**config.mk**
```make
export PLATFORM = sky130hd
export DESIGN_NAME = popcount_pipe
export DESIGN_NICKNAME = d
export VERILOG_FILES = /design/src/rtl/popcount_pipe.sv
export SDC_FILE = /design/constraint.sdc
export NUM_CORES = 1
export LEC_CHECK = 0
export ABC_AREA = 0
export CORE_ASPECT_RATIO = 1.25
export CORE_MARGIN = 2
export CORE_UTILIZATION = 43
export DETAILED_ROUTE_END_ITERATION = 10
export GPL_TIMING_DRIVEN = 0
export PLACE_DENSITY = 0.71
export SYNTH_ARGS = -nofsm -noshare
export SYNTH_HDL_FRONTEND = slang
export SYNTH_SLANG_ARGS = --single-unit
export TNS_END_PERCENT = 10
```
**constraint.sdc**
```tcl
create_clock -name clk_i -period 8.3 [get_ports clk_i]
set_input_delay 0.83 -clock clk_i [delete_from_list [all_inputs] [get_ports clk_i]]
set_output_delay 0.83 -clock clk_i [all_outputs]
set_load 0.1 [all_outputs]
```
**src/rtl/popcount_pipe.sv**
```systemverilog
// Pipelined valid/ready popcount with a saturating per-frame accumulator.
// Optional define POPCOUNT_PIPE_MASK_EN adds mask_i; the unit then counts data_i & mask_i.
module popcount_pipe #(
  parameter int INPUT_WIDTH = 256,
  parameter int STAGES      = 2,
  parameter int ACC_WIDTH   = 16,
  localparam int POPCOUNT_WIDTH = $clog2(INPUT_WIDTH) + 1
) (
  input  logic                      clk_i,
  input  logic                      rst_i,
  input  logic                      valid_i,
  output logic                      ready_o,
  input  logic [INPUT_WIDTH-1:0]    data_i,
`ifdef POPCOUNT_PIPE_MASK_EN
  input  logic [INPUT_WIDTH-1:0]    mask_i,
`endif
  input  logic                      last_i,
  output logic                      valid_o,
  input  logic                      ready_i,
  output logic [POPCOUNT_WIDTH-1:0] popcount_o,
  output logic [ACC_WIDTH-1:0]      acc_o,
  output logic                      acc_ovf_o,
  output logic                      last_o
);

  localparam int PCW   = POPCOUNT_WIDTH;
  localparam int LVLS  = POPCOUNT_WIDTH - 1;
  localparam int PAD_W = 1 << LVLS;
  localparam int STG_W = (STAGES > 0) ? STAGES : 1;
  localparam logic [ACC_WIDTH-1:0] ACC_MAX = '1;

  if (INPUT_WIDTH < 2) begin : g_err_width
    $error("popcount_pipe: INPUT_WIDTH must be >= 2");
  end
  if (STAGES < 0 || STAGES > LVLS) begin : g_err_stages
    $error("popcount_pipe: STAGES must be in 0..$clog2(INPUT_WIDTH)");
  end
  if (ACC_WIDTH < POPCOUNT_WIDTH) begin : g_err_acc
    $error("popcount_pipe: ACC_WIDTH must be >= POPCOUNT_WIDTH");
  end

  // Stage s (1-based) registers the output of tree level floor(s*LVLS/STAGES); 0 = no register.
  function automatic int stage_idx(input int lvl);
    int r;
    r = 0;
    for (int s = 1; s <= STAGES; s++) begin
      if ((s * LVLS) / STG_W == lvl) r = s;
    end
    return r;
  endfunction

  logic [INPUT_WIDTH-1:0] bits_s;
  logic [PCW-1:0]         src_s [0:LVLS][0:PAD_W-1];
  logic [STG_W-1:0]       en_s;

`ifdef POPCOUNT_PIPE_MASK_EN
  assign bits_s = data_i & mask_i;
`else
  assign bits_s = data_i;
`endif

  for (genvar i = 0; i < PAD_W; i++) begin : g_leaf
    if (i < INPUT_WIDTH) begin : g_bit
      assign src_s[0][i] = PCW'(bits_s[i]);
    end else begin : g_pad
      assign src_s[0][i] = '0;
    end
  end

  for (genvar k = 1; k <= LVLS; k++) begin : g_lvl
    localparam int N  = PAD_W >> k;
    localparam int SI = stage_idx(k);
    logic [PCW-1:0] sum_s [0:N-1];
    for (genvar j = 0; j < N; j++) begin : g_add
      assign sum_s[j] = src_s[k-1][2*j] + src_s[k-1][2*j+1];
    end
    if (SI > 0) begin : g_reg
      logic [PCW-1:0] node_q [0:N-1];
      // tree level register, advances with its stage
      always_ff @(posedge clk_i) begin
        if (en_s[SI-1]) node_q <= sum_s;
      end
      for (genvar j = 0; j < N; j++) begin : g_out
        assign src_s[k][j] = node_q[j];
      end
    end else begin : g_wire
      for (genvar j = 0; j < N; j++) begin : g_out
        assign src_s[k][j] = sum_s[j];
      end
    end
    for (genvar j = N; j < PAD_W; j++) begin : g_unused
      assign src_s[k][j] = '0;
    end
  end

  assign popcount_o = src_s[LVLS][0];

  if (STAGES == 0) begin : g_comb
    assign ready_o = ready_i;
    assign valid_o = valid_i;
    assign last_o  = last_i;
    assign en_s    = '0;
  end else begin : g_pipe
    logic [STAGES-1:0] v_q;
    logic [STAGES-1:0] last_q;
    logic [STAGES-1:0] v_up_s;
    logic [STAGES-1:0] l_up_s;

    assign v_up_s = (v_q << 1) | STAGES'(valid_i);
    assign l_up_s = (last_q << 1) | STAGES'(last_i);

    // a stage may load when it, or any stage after it, has room or the output drains
    always_comb begin
      logic run;
      run  = ready_i;
      en_s = '0;
      for (int s = STAGES - 1; s >= 0; s--) begin
        run     = run | ~v_q[s];
        en_s[s] = run;
      end
    end

    // per-stage valid bits
    always_ff @(posedge clk_i) begin
      if (rst_i) begin
        v_q <= '0;
      end else begin
        v_q <= (v_q & ~en_s) | (v_up_s & en_s);
      end
    end

    // last flag travels with its beat
    always_ff @(posedge clk_i) begin
      last_q <= (last_q & ~en_s) | (l_up_s & en_s);
    end

    assign ready_o = en_s[0];
    assign valid_o = v_q[STAGES-1];
    assign last_o  = last_q[STAGES-1];
  end

  logic [ACC_WIDTH-1:0] acc_q, acc_d;
  logic                 ovf_q, ovf_d;
  logic [ACC_WIDTH:0]   sum_s;

  assign sum_s = {1'b0, acc_q} + (ACC_WIDTH + 1)'(popcount_o);

  // saturating frame sum seen with the current output beat
  always_comb begin
    acc_o     = sum_s[ACC_WIDTH] ? ACC_MAX : sum_s[ACC_WIDTH-1:0];
    acc_ovf_o = ovf_q | sum_s[ACC_WIDTH];
  end

  // frame state advances on an output handshake and restarts after the last beat
  always_comb begin
    acc_d = acc_q;
    ovf_d = ovf_q;
    if (valid_o && ready_i) begin
      if (last_o) begin
        acc_d = '0;
        ovf_d = 1'b0;
      end else begin
        acc_d = acc_o;
        ovf_d = acc_ovf_o;
      end
    end else begin
      acc_d = acc_q;
      ovf_d = ovf_q;
    end
  end

  // accumulator registers
  always_ff @(posedge clk_i) begin
    if (rst_i) begin
      acc_q <= '0;
      ovf_q <= 1'b0;
    end else begin
      acc_q <= acc_d;
      ovf_q <= ovf_d;
    end
  end

endmodule
```
### After elaboration in Yosys (flattened, before gate mapping)

Index checks and enable logic that the tools add are counted.

| operators by class | value |
|---|---|
| add/subtract/negate cells | 256 |
| multiply operators | 0 |
| div/mod/pow operators | 0 |
| magnitude comparators | 0 |
| equal/unequal tests | 0 |
| shift operators | 0 |
| muxes and demuxes | 3 |
| bitwise operators | 14 |
| reduce and logical (&&, ||, !) cells | 1 |

Operators with widths:

| cell | number |
|---|---|
| 1-bit by 1-bit adder with 2-bit output | 128 |
| 2-bit by 2-bit adder with 3-bit output | 64 |
| 9-bit adder | 15 |
| 3-bit by 3-bit adder with 4-bit output | 32 |
| 4-bit by 4-bit adder with 5-bit output | 16 |
| 16-bit 2-to-1 mux | 2 |
| 16-bit by 9-bit adder with 17-bit output | 1 |
| 2-bit AND | 4 |
| 2-bit by 1-bit bitwise OR with 2-bit output | 2 |
| 2-bit bitwise OR | 2 |
| 1-bit bitwise OR | 3 |
| 1-bit inverter | 2 |
| 2-bit inverter | 1 |
| 1-bit logical AND | 1 |
| 1-bit 2-to-1 mux | 1 |

| storage, ports and cells | value |
|---|---|
| register bits after elaboration | 174 |
| bits in latches | 0 |
| memory bits (writable) | 0 |
| ROM bits | 0 |
| input port bits | 261 |
| output and inout bits | 29 |
| word-level logic and storage cells | 295 |
| memories kept | 0 |

### Logic depth before layout (Yosys ltp)

Gate-level depths: netlist (run 1).

| depth | value |
|---|---|
| depth after elaboration | 6 |
| gate-level depth with buffers | 19 |
| mapped depth without buffers | 19 |

### Worst setup path after synthesis (run 1)

Ideal clock, no wire load.

| timing path | value |
|---|---|
| path type | register to output |
| start point | register g_lvl[8].g_reg.node_q (netlist bit popcount_o[0]) |
| end point | output port acc_o[6] |
| arrival | 4.361 ns |
| data required time | 7.470 ns |
| setup slack | 3.109 ns |
| cell stages (with the launch flop) | 9 |
| buffers on the path | 0 |
| path through | edfxtp_1 -> ha_1 -> inv_1 -> fa_1 -> nor2b_4 -> o31a_1 -> o21ai_0 -> nor3b_1 -> o21ai_0 |

| on the way | value |
|---|---|
| longest elaborated chain between the ends | 2 |

RTL lines:

| element | line | text |
|---|---|---|
| from (decl) | 78 | `logic [PCW-1:0] node_q [0:N-1];` |
| from (signal assigned) | 81 | `if (en_s[SI-1]) node_q <= sum_s;` |
| 16-bit by 9-bit adder with 17-bit output | 146 | `assign sum_s = {1'b0, acc_q} + (ACC_WIDTH + 1)'(popcount_o);` |
| 16-bit 2-to-1 mux | 150 | `acc_o = sum_s[ACC_WIDTH] ? ACC_MAX : sum_s[ACC_WIDTH-1:0];` |
| to (decl) | 21 | `output logic [ACC_WIDTH-1:0] acc_o,` |

No other way between the ends.

==> results of run 1 <==
cells by family after synthesis:
family / Yosys count / share of synthesized area
flip-flops: 110 / 0.256
XOR/XNOR: 43 / 0.0310
AO/OA/AOI/OAI: 102 / 0.0589
AND/OR/NAND/NOR: 82 / 0.0383
multiplexers: 4 / 0.00350
buffers and inverters: 404 / 0.127
adder cells (fa/ha/maj): 334 / 0.485
worst max-delay path, stage by stage (launching register included):
cell	delay, ns
edfxtp_1	0.33
inv_1	0.07
fa_1	0.54
inv_1	0.05
fa_1	0.52
fa_1	0.53
fa_1	0.53
fa_1	0.55
inv_1	0.06
fa_1	0.52
inv_1	0.04
ha_1	0.22
fa_1	0.40
a21o_1	0.18
a21oi_1	0.22
o21bai_1	0.09
a21oi_1	0.17
xnor2_1	0.11
metal layers:
metal  vias to the layer above  share of wire  routed length, um
li1                       3822              -                  -
met1                      3872           0.37               8510
met2                       173           0.58              13200
met3                        18          0.037                843
met4                         0          0.013                304
met5                         -              0                  0
layout make-up:
type	instances	area, um2	area share
Buffer	7	53.8	0.00340
Clock buffer	9	225	0.0143
Clock inverter	7	81.3	0.00515
Inverter	397	1490	0.0943
Multi-Input combinational cell	565	7490	0.474
Sequential cell	110	3110	0.197
Tap cell	350	438	0.0277
Timing Repair Buffer	290	2910	0.184
sequential cells by signal (all words and copies together), names as in the netlist, named ones only:
name	count
acc_q	16
g_lvl.g_reg.node_q	80
ovf_q	1
popcount_o	9
cells in the mapped netlist, types with 3 or more instances:
master,instances,area share
nand2_1,16,0.0049
o21ai_0,5,0.0021
nor2b_1,19,0.0098
xnor2_1,37,0.027
o21a_1,19,0.012
xor2_1,6,0.0043
nor3_1,7,0.0029
a22o_1,6,0.0043
nor2_1,13,0.0040
a21oi_1,32,0.013
nand3_1,7,0.0029
inv_1,397,0.12
edfxtp_1,91,0.23
a21o_1,20,0.012
fa_1,227,0.37
a31oi_1,4,0.0021
ha_1,107,0.11
nand2b_1,3,0.0015
dfxtp_1,19,0.031
per-stage QoR:
stage | cell area, um2 | instances | setup slack [ns] | utilization
global placement | 15500 | 1718 | 2.04 | 0.558
finish | 15800 | 1735 | 2.92 | 0.570
CTS | 15800 | 1735 | 2.87 | 0.570
detailed placement | 15500 | 1719 | 2.89 | 0.559
floorplan | 12100 | 1079 | 3.11 | -
global route | 15800 | 1735 | 2.70 | 0.570
worst paths after layout:
path                                                from             to  slack (ns)  cells after the start
worst max-delay path            g_lvl[4].g_reg.node_q[2]  popcount_o[8]        2.92                     17
worst min-delay path                                flop           flop        0.43                      0
worst max register to register  g_lvl[4].g_reg.node_q[2]  popcount_o[8]        2.92                     17
worst min register to register                      flop           flop        0.43                      0
==> qor.yml, run 1 <==
skew_ns: 0.00830
hold_violations: 0
core_mm2: 0.0277
ys_seq_area_frac: 0.256
num_vias: 7885
syn_nets: 1674
io_pins: 290
htreeDepth: 3
grt_max_degree: 43
relSlewSlack: 0.326
nets: 1975
worst_setup_path_start_kind: "flop"
cts_tree: "yes"
mostFrequentLayoutCell: "inv_1"
synth_cells: 1079
slew_viol_final: 0
tightest_slew_ns: 1.01
initial_core_util: 0.438
route.detailed.drc: 0
grt.busiest_layer: "met2"
drive_above_1_share: 0.0253
layout_common_cells: "inv_1, clkdlybuf4s50_1, fa_1"
place_congestion: 0.874
cp_max_fo: 2
syn_avg_cell_area_um2: 11.3
hold_ws_ns: 0.429
port_buffers: 289
timing.fmax_ghz: 0.186
rows: 68
syn2layout_area_growth_pct: 30.2
ys.flop_type: "edfxtp_1"
post-dp-hpwl_um: 20800
worstPathArrival_ns: 5.48
finalCritPeriodShare: 0.648
tns_ns: 0
wl_per_cell_um: 13.2
post_cts_buffers: 0
cts_resized: 0
cp_data_required_time_ns: 8.40
syn-cell-area_mm2: 0.0121
status: "finished clean"
grt_pass1_vias: 8724
hp-class: "reg2reg"
synth_edf_count: 91
fillers: 2400
ys_warn_count: 0
ant_nets: 0
holdBufCountCts: 0
setup_viol: 0
first_pass_iters: 4
die_w_um: 154
drv_cap: 0
grt_util_met3: 0.0187
synth_seq_cells: 110
grt_overflow_total: 0
die_h_um: 192
antenna_found_initial: 0
clk_pin_slew_ns: 0.07
grt_pass1_wl_um: 38900
die-area_mm2: 0.0296
finalWirelength_um: 22800
grtUsageMet1: 0.184
ys_types: 50
vias_per_cell: 4.54
clock_path_buffers: 2
drt_iter0_drc: 216
async_flop_share: 0
critPathKind: "reg2reg"
rsz0062_at_grt: "false"
grtUsageTotal: 0.165
cts_buffers: 9
clkLatencyLatePin_ns: 0.36
use_met2: 0.332
cts.sinks: 110
period_needed_ns: 5.38
crit_path_end_kind: "flop"
ctsRootBufferMaster: "clkbuf_16"
n_antenna_cell: 0
Power of run 1 is left out: the tool's default activity adds up to more than one toggle a clock period on the data nets, which glitch-free logic cannot reach.
==> inputs of run 2 (changes only) <==
clock period = 4.95 ns   (was 8.3 ns; I/O delays follow)
==> run 2 against run 1 <==
Effect of this change:
- the run now ends with setup timing left
- register-to-register slack got worse by 3.0 ns
- cell area increased by 0.13%
- flip-flop and latch count unchanged
- count of clock-buffer cells in the layout unchanged
- core utilization increased by 0.072 points
- critical path depth decreased by 1
- worst hold slack got worse by 0.0092 ns
- non-clock buffer count increased by 1
- setup slack got worse by 3.0 ns
- die area unchanged
- clock skew decreased by 0.0014 ns
- wire length increased by 1.5%
- largest cell class unchanged
==> qor.yml, run 2 (same netlist as run 1, synthesis figures left out) <==
htreeDepth: 3  # unchanged
die_w_um: 154  # unchanged
cts_buffers: 9  # unchanged
grtUsageTotal: 0.166  # was 0.165
vias_per_cell: 4.56  # was 4.54
initial_core_util: 0.438  # unchanged
post-dp-hpwl_um: 21100  # was 20800 um
mostFrequentLayoutCell: "inv_1"  # unchanged
ant_nets: 0  # unchanged
rsz0062_at_grt: "true"  # was false
largest_reg_flops: 80  # unchanged
grt_pass1_wl_um: 39200  # was 38900 um
clk_pin_slew_ns: 0.07  # about the same
clkLatencyLatePin_ns: 0.35  # was 0.36 ns
holdPathStages: 0  # unchanged
drive_above_1_share: 0.0339  # was 0.0253
worst_setup_path_start_kind: "flop"  # unchanged
reg2reg_depth: 16  # was 17
nets: 1976  # was 1975
hold_violations: 0  # unchanged
path_common_cell: "fa_1"  # unchanged
setup_viol: 1  # was 0
cp_data_required_time_ns: 5.05  # was 8.40 ns
finalWirelength_um: 23200  # was 22800 um
period_needed_ns: 5.05  # was 5.38 ns
n_antenna_cell: 0  # unchanged
grt_overflow_total: 0  # unchanged
fin_ws_ns: -0.105  # was 2.92 ns
drv_cap: 0  # unchanged
crit_slowest_cell: "fa_1"  # unchanged
largest-register: "g_lvl.g_reg.node_q"  # unchanged
timing.rr.end: "popcount_o[8]"  # unchanged
first_pass_iters: 4  # unchanged
max_stage_delay_ns: 0.56  # was 0.55 ns
rows: 68  # unchanged
grt_pass1_vias: 8867  # was 8724
finalCritPeriodShare: 1.02  # was 0.648
worstPathArrival_ns: 5.15  # was 5.48 ns
final_cells: 1736  # was 1735
route.detailed.drc: 0  # unchanged
dp_cells: 1719  # unchanged
place_congestion: 0.872  # was 0.874
syn2layout_area_growth_pct: 30.4  # was 30.2%
ctsRootBufferMaster: "clkbuf_16"  # unchanged
critPathKind: "reg2reg"  # unchanged
crit_path_end_kind: "flop"  # unchanged
port_buffers: 289  # unchanged
r2r_start: "g_lvl[4].g_reg.node_q[67]"  # was g_lvl[4].g_reg.node_q[2]
wl_per_cell_um: 13.4  # was 13.2 um
die-area_mm2: 0.0296  # unchanged
rrSetupSlack_ns: -0.10  # was 2.92 ns
num_vias: 7911  # was 7885
hp-class: "reg2reg"  # unchanged
clock_path_buffers: 2  # unchanged
cts_tree: "yes"  # unchanged
die_h_um: 192  # unchanged
relSlewSlack: 0.348  # was 0.326
core_mm2: 0.0277  # unchanged
layout_common_cells: "inv_1, clkdlybuf4s50_1, fa_1"  # unchanged
tightest_slew_ns: 0.975  # was 1.01 ns
status: "finished, violations left"  # was finished clean
crit_chain: "fa_1, inv_1, fa_1, inv_1, fa_1, fa_1, fa_1, inv_1, fa_1, inv_1, ha_1, a21o_1, a21oi_2, o21bai_1, a21oi_1, xnor2_1"  # was inv_1, fa_1, inv_1, fa_1, fa_1, fa_1, fa_1, inv_1, fa_1, inv_1, ha_1, fa_1, a21o_1, a21oi_1, o21bai_1, a21oi_1, xnor2_1
cp_max_fo: 3  # was 2
io_pins: 290  # unchanged
critPathBufInv: 4  # unchanged
violations: "setup timing"
antenna_found_initial: 0  # unchanged
drt_iter0_drc: 192  # was 216
slew_viol_final: 0  # unchanged
cts.sinks: 110  # unchanged
grt_max_degree: 44  # was 43
timing.fmax_ghz: 0.198  # was 0.186 GHz
finish.utilization: 0.571  # was 0.570
path_delay_family: "adder cells"  # unchanged
skew_ns: 0.00693  # was 0.00830 ns
[run 2: layout make-up]
type                       count  area, um2
buffer                         7       53.8
fill                        2346      11900
clock buffer                   9        225
multi-input combinational    565       7500
inverter                     397       1490
timing repair buffer         291       2920
clock inverter                 7       80.1
tap                          350        438
sequential                   110       3110
[run 2: stage by stage]
| stage | hold slack (ns) | worst slack, ns | setup TNS [ns] | cell area, um2 |
|---|---|---|---|---|
| floorplan | 0.400 | 0.00651 | 0 | 12100 |
| global placement | 0.402 | -0.646 | -0.969 | 15500 |
| detailed placement | 0.407 | -0.293 | -0.446 | 15500 |
| CTS | 0.421 | -0.153 | -0.153 | 15800 |
| global route | 0.439 | -0.276 | -0.447 | 15800 |
| finish | 0.420 | -0.105 | -0.105 | 15800 |
[run 2: worst max path at each step]
stage                               from             to  slack (ns)  cells after the start
2_1_floorplan   g_lvl[4].g_reg.node_q[2]  popcount_o[8]       0.007                     17
3_3_place_gp                     ready_i        ready_o       -0.65                      4
3_5_place_dp    g_lvl[4].g_reg.node_q[2]  popcount_o[8]       -0.29                     17
4_1_cts        g_lvl[4].g_reg.node_q[20]  popcount_o[8]       -0.15                     17
5_1_grt        g_lvl[4].g_reg.node_q[29]  popcount_o[8]       -0.28                     17
6_report       g_lvl[4].g_reg.node_q[67]  popcount_o[8]       -0.10                     16
[run 2: metal layers]
layer	vias up	track usage	part of all wire
met4	0	0.0417	0.018
met2	168	0.330	0.58
met5	-	0	0
met1	3893	0.185	0.37
li1	3824	-	-
met3	26	0.0244	0.039
[run 2: timing repair]
item,in CTS,in global routing
resized for setup,8,1
buffers inserted,1,0
hold buffers,0,0
cloned,0,0
pin swaps,23,3
setup endpoints to repair,3,2
[run 2: worst reg2reg max path, delay by kind of cell (launching register included)]
kind / cells / cell delay, ns
XOR/XNOR: 1 / 0.12
adder cells (fa/ha/maj): 7 / 3.42
buffers and inverters: 4 / 0.20
flip-flops: 1 / 0.44
AO/OA/AOI/OAI: 4 / 0.62
Power of run 2 is left out for the same reason.
